**config.mk**
```make
export PLATFORM = sky130hd
export DESIGN_NAME = dbg_run_ctrl
export DESIGN_NICKNAME = d
export VERILOG_FILES = /design/src/rtl/dbg_run_ctrl.sv
export SDC_FILE = /design/constraint.sdc
export NUM_CORES = 1
export LEC_CHECK = 0
export ABC_CLOCK_PERIOD_IN_PS = 3200
export BUFFER_PORTS_ARGS = -buffer_cell sky130_fd_sc_hd__buf_4
export CAP_MARGIN = 30
export CELL_PAD_IN_SITES_DETAIL_PLACEMENT = 2
export CELL_PAD_IN_SITES_GLOBAL_PLACEMENT = 2
export CORE_MARGIN = 5
export CORE_UTILIZATION = 34
export DETAILED_ROUTE_END_ITERATION = 10
export PLACE_DENSITY = 0.84
export SYNTH_ARGS = -nofsm -noshare
export SYNTH_HDL_FRONTEND = slang
export SYNTH_SLANG_ARGS = --single-unit
```
**constraint.sdc**
```tcl
create_clock -name clk -period 3.2 [get_ports clk]
set_clock_uncertainty 0.05 [all_clocks]
set_input_delay 0.32 -clock clk [delete_from_list [all_inputs] [get_ports clk]]
set_output_delay 0.32 -clock clk [all_outputs]
set_load 0.02 [all_outputs]
```
**src/rtl/dbg_run_ctrl.sv**
```systemverilog
// Run-control sequencer between the serial debug unit and the pipelined CPU:
// ownership of RF/memories, step/run/breakpoint control and program-load strobes.
module dbg_run_ctrl #(
  parameter int unsigned STEP_W = 16,
  parameter int unsigned CNT_W  = 32
) (
  input  logic             clk,
  input  logic             rstn,
  input  logic             cmd_valid,
  output logic             cmd_ready,
  input  logic [2:0]       cmd_op,
  input  logic [31:0]      cmd_arg,
  input  logic [31:0]      npc,
  output logic             cpu_en,
  output logic             debug,
  output logic             we_im,
  output logic             we_dm,
  output logic             halted,
  output logic             bp_hit,
  output logic             cmd_err,
  output logic [CNT_W-1:0] cycle_cnt
);

  typedef enum logic [1:0] {
    ST_HALT = 2'd0,
    ST_STEP = 2'd1,
    ST_RUN  = 2'd2,
    ST_WR   = 2'd3
  } state_e;

  localparam logic [2:0] OP_STEP   = 3'd1;
  localparam logic [2:0] OP_RUN    = 3'd2;
  localparam logic [2:0] OP_HALT   = 3'd3;
  localparam logic [2:0] OP_SET_BP = 3'd4;
  localparam logic [2:0] OP_CLR_BP = 3'd5;
  localparam logic [2:0] OP_WR_IM  = 3'd6;
  localparam logic [2:0] OP_WR_DM  = 3'd7;
  localparam logic [2:0] OP_NOP    = 3'd0;

  state_e            state_q, state_d;
  logic [STEP_W-1:0] step_rem_q, step_rem_d;
  logic              bp_en_q, bp_en_d;
  logic [31:0]       bp_addr_q, bp_addr_d;
  logic              bp_hit_q, bp_hit_d;
  logic              cmd_err_q, cmd_err_d;
  logic              we_im_q, we_im_d;
  logic              we_dm_q, we_dm_d;
  logic [CNT_W-1:0]  cnt_q, cnt_d;
  logic              cpu_en_q, cpu_en_d;
  logic              debug_q, debug_d;
  logic              cmd_ready_q, cmd_ready_d;
  logic              cmd_acc;
  logic              advance;
  logic              bp_match;

  // Next-state, bookkeeping and registered-output decode
  always_comb begin
    state_d     = state_q;
    step_rem_d  = step_rem_q;
    bp_en_d     = bp_en_q;
    bp_addr_d   = bp_addr_q;
    bp_hit_d    = bp_hit_q;
    cmd_err_d   = 1'b0;
    we_im_d     = 1'b0;
    we_dm_d     = 1'b0;
    cnt_d       = cnt_q;
    cmd_acc     = cmd_valid && cmd_ready_q;
    advance     = (state_q == ST_STEP) || (state_q == ST_RUN);
    bp_match    = advance && bp_en_q && (npc == bp_addr_q);

    if (advance) cnt_d = cnt_q + CNT_W'(1);

    unique case (state_q)
      ST_HALT: begin
        if (cmd_acc) begin
          case (cmd_op)
            OP_STEP: begin
              step_rem_d = (cmd_arg[STEP_W-1:0] == '0) ? STEP_W'(1) : cmd_arg[STEP_W-1:0];
              state_d    = ST_STEP;
              bp_hit_d   = 1'b0;
            end
            OP_RUN: begin
              state_d  = ST_RUN;
              bp_hit_d = 1'b0;
            end
            OP_SET_BP: begin
              bp_addr_d = cmd_arg;
              bp_en_d   = 1'b1;
            end
            OP_CLR_BP: bp_en_d = 1'b0;
            OP_WR_IM: begin
              state_d = ST_WR;
              we_im_d = 1'b1;
            end
            OP_WR_DM: begin
              state_d = ST_WR;
              we_dm_d = 1'b1;
            end
            default: ;
          endcase
        end
      end
      ST_STEP: begin
        step_rem_d = step_rem_q - STEP_W'(1);
        if (step_rem_q <= STEP_W'(1)) state_d = ST_HALT;
      end
      ST_RUN: begin
        if (cmd_acc) begin
          if (cmd_op == OP_HALT)     state_d   = ST_HALT;
          else if (cmd_op != OP_NOP) cmd_err_d = 1'b1;
        end
      end
      ST_WR: state_d = ST_HALT;
    endcase

    // Breakpoint wins over every other transition out of STEP/RUN
    if (bp_match) begin
      state_d  = ST_HALT;
      bp_hit_d = 1'b1;
    end

    cpu_en_d    = (state_d == ST_STEP) || (state_d == ST_RUN);
    debug_d     = (state_d == ST_HALT) || (state_d == ST_WR);
    cmd_ready_d = (state_d == ST_HALT) || (state_d == ST_RUN);
  end

  always_ff @(posedge clk or negedge rstn) begin
    if (!rstn) begin
      state_q     <= ST_HALT;
      step_rem_q  <= '0;
      bp_en_q     <= 1'b0;
      bp_addr_q   <= '0;
      bp_hit_q    <= 1'b0;
      cmd_err_q   <= 1'b0;
      we_im_q     <= 1'b0;
      we_dm_q     <= 1'b0;
      cnt_q       <= '0;
      cpu_en_q    <= 1'b0;
      debug_q     <= 1'b1;
      cmd_ready_q <= 1'b1;
    end else begin
      state_q     <= state_d;
      step_rem_q  <= step_rem_d;
      bp_en_q     <= bp_en_d;
      bp_addr_q   <= bp_addr_d;
      bp_hit_q    <= bp_hit_d;
      cmd_err_q   <= cmd_err_d;
      we_im_q     <= we_im_d;
      we_dm_q     <= we_dm_d;
      cnt_q       <= cnt_d;
      cpu_en_q    <= cpu_en_d;
      debug_q     <= debug_d;
      cmd_ready_q <= cmd_ready_d;
    end
  end

  assign cmd_ready = cmd_ready_q;
  assign cpu_en    = cpu_en_q;
  assign debug     = debug_q;
  assign halted    = debug_q;
  assign we_im     = we_im_q;
  assign we_dm     = we_dm_q;
  assign bp_hit    = bp_hit_q;
  assign cmd_err   = cmd_err_q;
  assign cycle_cnt = cnt_q;

endmodule

```
After elaboration in Yosys (flattened, before gate mapping). Cells that the tools add are included.

Add/subtract/negate cells: 2. $lt $le $gt $ge: 1. Equal/unequal tests: 16. Mux-type cells: 26. Reduce and logical (&&, ||, !) cells: 22.

Operators by type and width (number): 2-to-1 mux 16 bit (3); adder 32 x 1 -> 32 bit, second input constant (1); == test 32 bit (1); case mux 16 bit (2 select lines) (1); <= comparator 16 x 1 -> 1 bit, second input constant (1); zero test 16 bit (1); subtractor 16 x 1 -> 16 bit, second input constant (1); 2-to-1 mux 1 bit (14); == test 3 bit, second input constant (4); AND reduction 3 bit (4); 2-to-1 mux 2 bit (5); nonzero test 2 bit (5); == test 2 bit, second input constant (4); case mux 2 bit (4 select lines) (1); == test 3 x 2 -> 1 bit, second input constant (2); case mux 2 bit (3 select lines) (1); == test 2 x 1 -> 1 bit, second input constant (2); zero test 2 bit (2); logical OR 1 bit (4); OR reduction 2 bit (2); == test 3 x 1 -> 1 bit, second input constant (1); logical AND 1 bit (3); nonzero test 3 bit (1); != test 2 x 1 -> 1 bit, second input constant (1); other kinds (2) (2).

Register bits after elaboration: 90. Logic and storage cells: 79.

Depth between registers and ports, before layout.
Depth after elaboration: 8. Depth in mapped cells: 8.

Least setup slack after synthesis. OpenSTA, ideal clock, no wires.

Path type: reg2reg. Start: reg state_q[0]. End: reg cnt_q[29], in the netlist cycle_cnt[29]. Setup time: 0.129 ns. Data arrival time: 2.097 ns. Slack: 0.924 ns. Cell stages (with the launch flop): 8. Buffers on the path: 0. Period minus slack after synthesis: 2.276 ns. Cells stage by stage: dfrtp_1 inv_1 ha_1 nand4_1 or3_1 nor4_2 nand3_1 xnor2_1.

Longest elaborated chain between the ends: 2.

Ends and longest elaborated chain: from (decl) (line 40) `state_e state_q, state_d;`; from (signal assigned) (line 142) `state_q <= state_d;`; == test 2 x 1 -> 1 bit / == test 2 bit (equally long branches) (line 68) `advance = (state_q == ST_STEP) || (state_q == ST_RUN);`; logical OR 1 bit (*) (line 68); to (signal assigned) (line 150) `cnt_q <= cnt_d;`; to (decl) (line 48) `logic [CNT_W-1:0] cnt_q, cnt_d;`.

Every way passes the cells marked *; elsewhere a longest branch is shown, timed or not. A chain may end at the register's enable or synchronous reset.

Worst setup path in the final report. Same ends and word-level chain as after synthesis.

==> results.py <==
metrics = {
    "floorplan": {
        "initial_core_util_pct": 35.0,
        "rows": 41,
        "die_w_um": 124,
        "dieArea_sq_mm": 0.0155,
        "core_sq_mm": 0.0127,
        "dieHeight_um": 124,
        "io_pins": 110,
    },
    "sta": {
        "finalSetupTns_ns": 0,
        "hold_viol_final": 0,
        "finalCriticalPeriod_ns": 2.65,
        "setup_viol": 0,
        "timing.slew.headroom_pct": 49.4,
        "finalCritPeriodShare_pct": 82.9,
        "worst_pin_slew_ns": 0.752,
        "clock.fmax_mhz": 377,
        "grt_setup_unrepaired": "no",
        "slew_viol_final": 0,
    },
    "synth": {
        "ys_ff_latch": 90,
        "synth_area_per_cell_sq_um": 11.0,
        "syn-cell-area_sq_mm": 0.00445,
        "ys.flop_type": "dfrtp_1",
        "synthCells": 406,
        "synth_edf_count": 0,
        "yosysWarnings": 0,
        "postSynth.asyncResetShare_pct": 100,
        "ys_seq_area_share_pct": 50.7,
        "yosys.cell_types.count": 46,
        "synth_nets": 482,
    },
    "critical_path": {
        "crit_path_start": "state_q[0]$_DFF_PN0_",
        "crit_fanout": 6,
        "r2r-start": "state_q[0]$_DFF_PN0_",
        "worstSetupEndpointType": "flip-flop",
        "r2r_setup_slack_ns": 0.55,
        "critPathLaunchType": "flip-flop",
        "cp.arrival_ns": 2.84,
        "crit_type": "reg2reg",
        "required_ns": 3.39,
    },
    "placed_design": {
        "finalWeightedCongestion": 0.788,
        "port_buffers": 109,
        "post-dp-hpwl_um": 11000,
    },
    "detailed_routing": {
        "wirelength_um": 14500,
        "vias_per_cell": 5.22,
        "drt_pass1_iterations": 4,
        "drtIter0Drc": 182,
        "ant_nets": 0,
        "num_vias": 3636,
        "wl_per_cell_um": 20.8,
        "drc_errors": 0,
    },
    "final_layout": {
        "layout.cells.most_common": "buf_4",
        "drive_gt1_share_pct": 32.6,
        "area.sequential_sq_mm": 0.00225,
        "final_cell_mix": "buf_4 (115), dfrtp_1 (88), xor2_1 (37)",
        "antenna_cells": 0,
        "multi_input_area_sq_mm": 0.00211,
        "num-nets-final": 595,
        "fill_cells": 1388,
        "area_growth_pct": 29.6,
    },
    "clock_tree": {
        "cts_root_buffer": "clkbuf_16",
        "cts_htree_levels": 3,
        "cts_resized": 0,
        "cts.sinks": 90,
        "numCtsBuffers": 9,
        "clk_latency_ns": 0.35,
        "cts.path.max_buffers": 2,
        "path_clk_slew_ns": 0.07,
        "holdBufCountCts": 1,
        "tritoncts": "built",
        "cts_setup_buffers": 0,
    },
    "power_and_ir_drop": {
        "finalPower_w": 0.00435,
        "total_leakage_power_nw": 2.63,
        "vdd_ir_drop_max_mv": 0.322,
        "power.density_mw_per_mm2": 754,
    },
    "grt": {
        "grt_antenna_before_repair": 0,
        "grt-ovfl-total": 0,
        "grt_pass1_vias": 4229,
        "grt_pass1_wl_um": 23300,
        "grt_max_degree": 42,
        "groute.usage.overall_pct": 19.1,
    },
    "min_path": {
        "hp-start": "cmd_arg[25]",
        "hold_class": "in2reg",
    },
    "run_status": {
        "status": "finished, final reports clean",
    },
    "flow_run": {
        "maxCapViolations": 0,
    },
}
## cell type report
type	instances	area share, %
inverter	10	0.651
timing repair buffer	116	15.2
clock buffer	11	4.04
tap	172	3.73
sequential	90	39.1
multi-input combinational	292	36.6
clock inverter	5	0.716
## routing by layer
metal	wire length [um]	GRT usage, %	vias to the layer above
met5	0	0	-
met4	324	7.29	0
met3	793	5.53	18
met2	7660	34.2	89
met1	5700	21.3	1863
li1	-	-	1666
## final timing paths
path	end	cells past startpoint
min reg2reg	cycle_cnt[27]$_DFFE_PN0N_	1
max reg2reg	cycle_cnt[29]$_DFFE_PN0N_	7
min	bp_addr_q[25]$_DFFE_PN0P_	2
min in group asynchronous	bp_addr_q[9]$_DFFE_PN0P_	2
max	cycle_cnt[29]$_DFFE_PN0N_	7
max in group asynchronous	bp_addr_q[5]$_DFFE_PN0P_	3
## stage by stage
| stage | hold slack (ns) | util [%] | setup WS [ns] | std cells | instance area, sq um |
|---|---|---|---|---|---|
| global placement | 0.306 | 43.1 | 0.753 | 679 | 5480 |
| finish | 0.151 | 45.3 | 0.547 | 696 | 5760 |
| CTS | 0.137 | 45.3 | 0.543 | 696 | 5760 |
| floorplan | -0.0256 | - | 0.924 | 406 | 4450 |
| detailed placement | 0.314 | 43.1 | 0.583 | 679 | 5480 |
| global route | 0.139 | 45.3 | 0.369 | 696 | 5760 |
## critical path, cell delays in order, from the launching register on
cell	delay (ns)
dfrtp_1	0.43
inv_1	0.09
ha_1	0.40
nand4_1	0.20
or3_1	0.48
nor4_2	0.54
nand3_1	0.18
xnor2_1	0.16
## sequential cells by signal, summed over array words and instances, names as in the netlist, 2 cells and up
register and flops:
step_rem_q 16, bp_addr_q 32, cycle_cnt 32, state_q 2
## power breakdown
part | switching [W] | leakage [nW] | internal [W] | total, W
Sequential | 0.000351 | 1.15 | 0.00152 | 0.00187
Clock | 0.000476 | 0.126 | 0.000532 | 0.00101
Combinational | 0.000775 | 1.36 | 0.000699 | 0.00147
## kinds of logic (layout without fill, tap and decap cells)
group / count (synthesis) / in the layout / synth area share, %
AOI/OAI and AO/OA: 63 / 63 / 9.31
xor gates and xnor gates: 65 / 65 / 12.8
adders and majority gates: 6 / 6 / 1.69
buffers and inverters: 24 / 142 / 2.22
DFF: 90 / 90 / 50.7
muxes: 34 / 34 / 8.58
and+or+nand+nor: 124 / 124 / 14.7
## cell usage after synthesis (10+ instances only)
cell / number / area, sq um
a21oi_1: 13 / 65.1
dfrtp_1: 88 / 2200
inv_1: 10 / 37.5
mux2_2: 33 / 372
nand2_1: 20 / 75.1
nand3_1: 20 / 100
nand4_1: 10 / 62.6
nor2_1: 22 / 82.6
nor3_1: 11 / 55.1
nor4_1: 13 / 81.3
o21ai_0: 20 / 100
xnor2_1: 28 / 245
xor2_1: 37 / 324
Power figures use the tool's default switching activity.
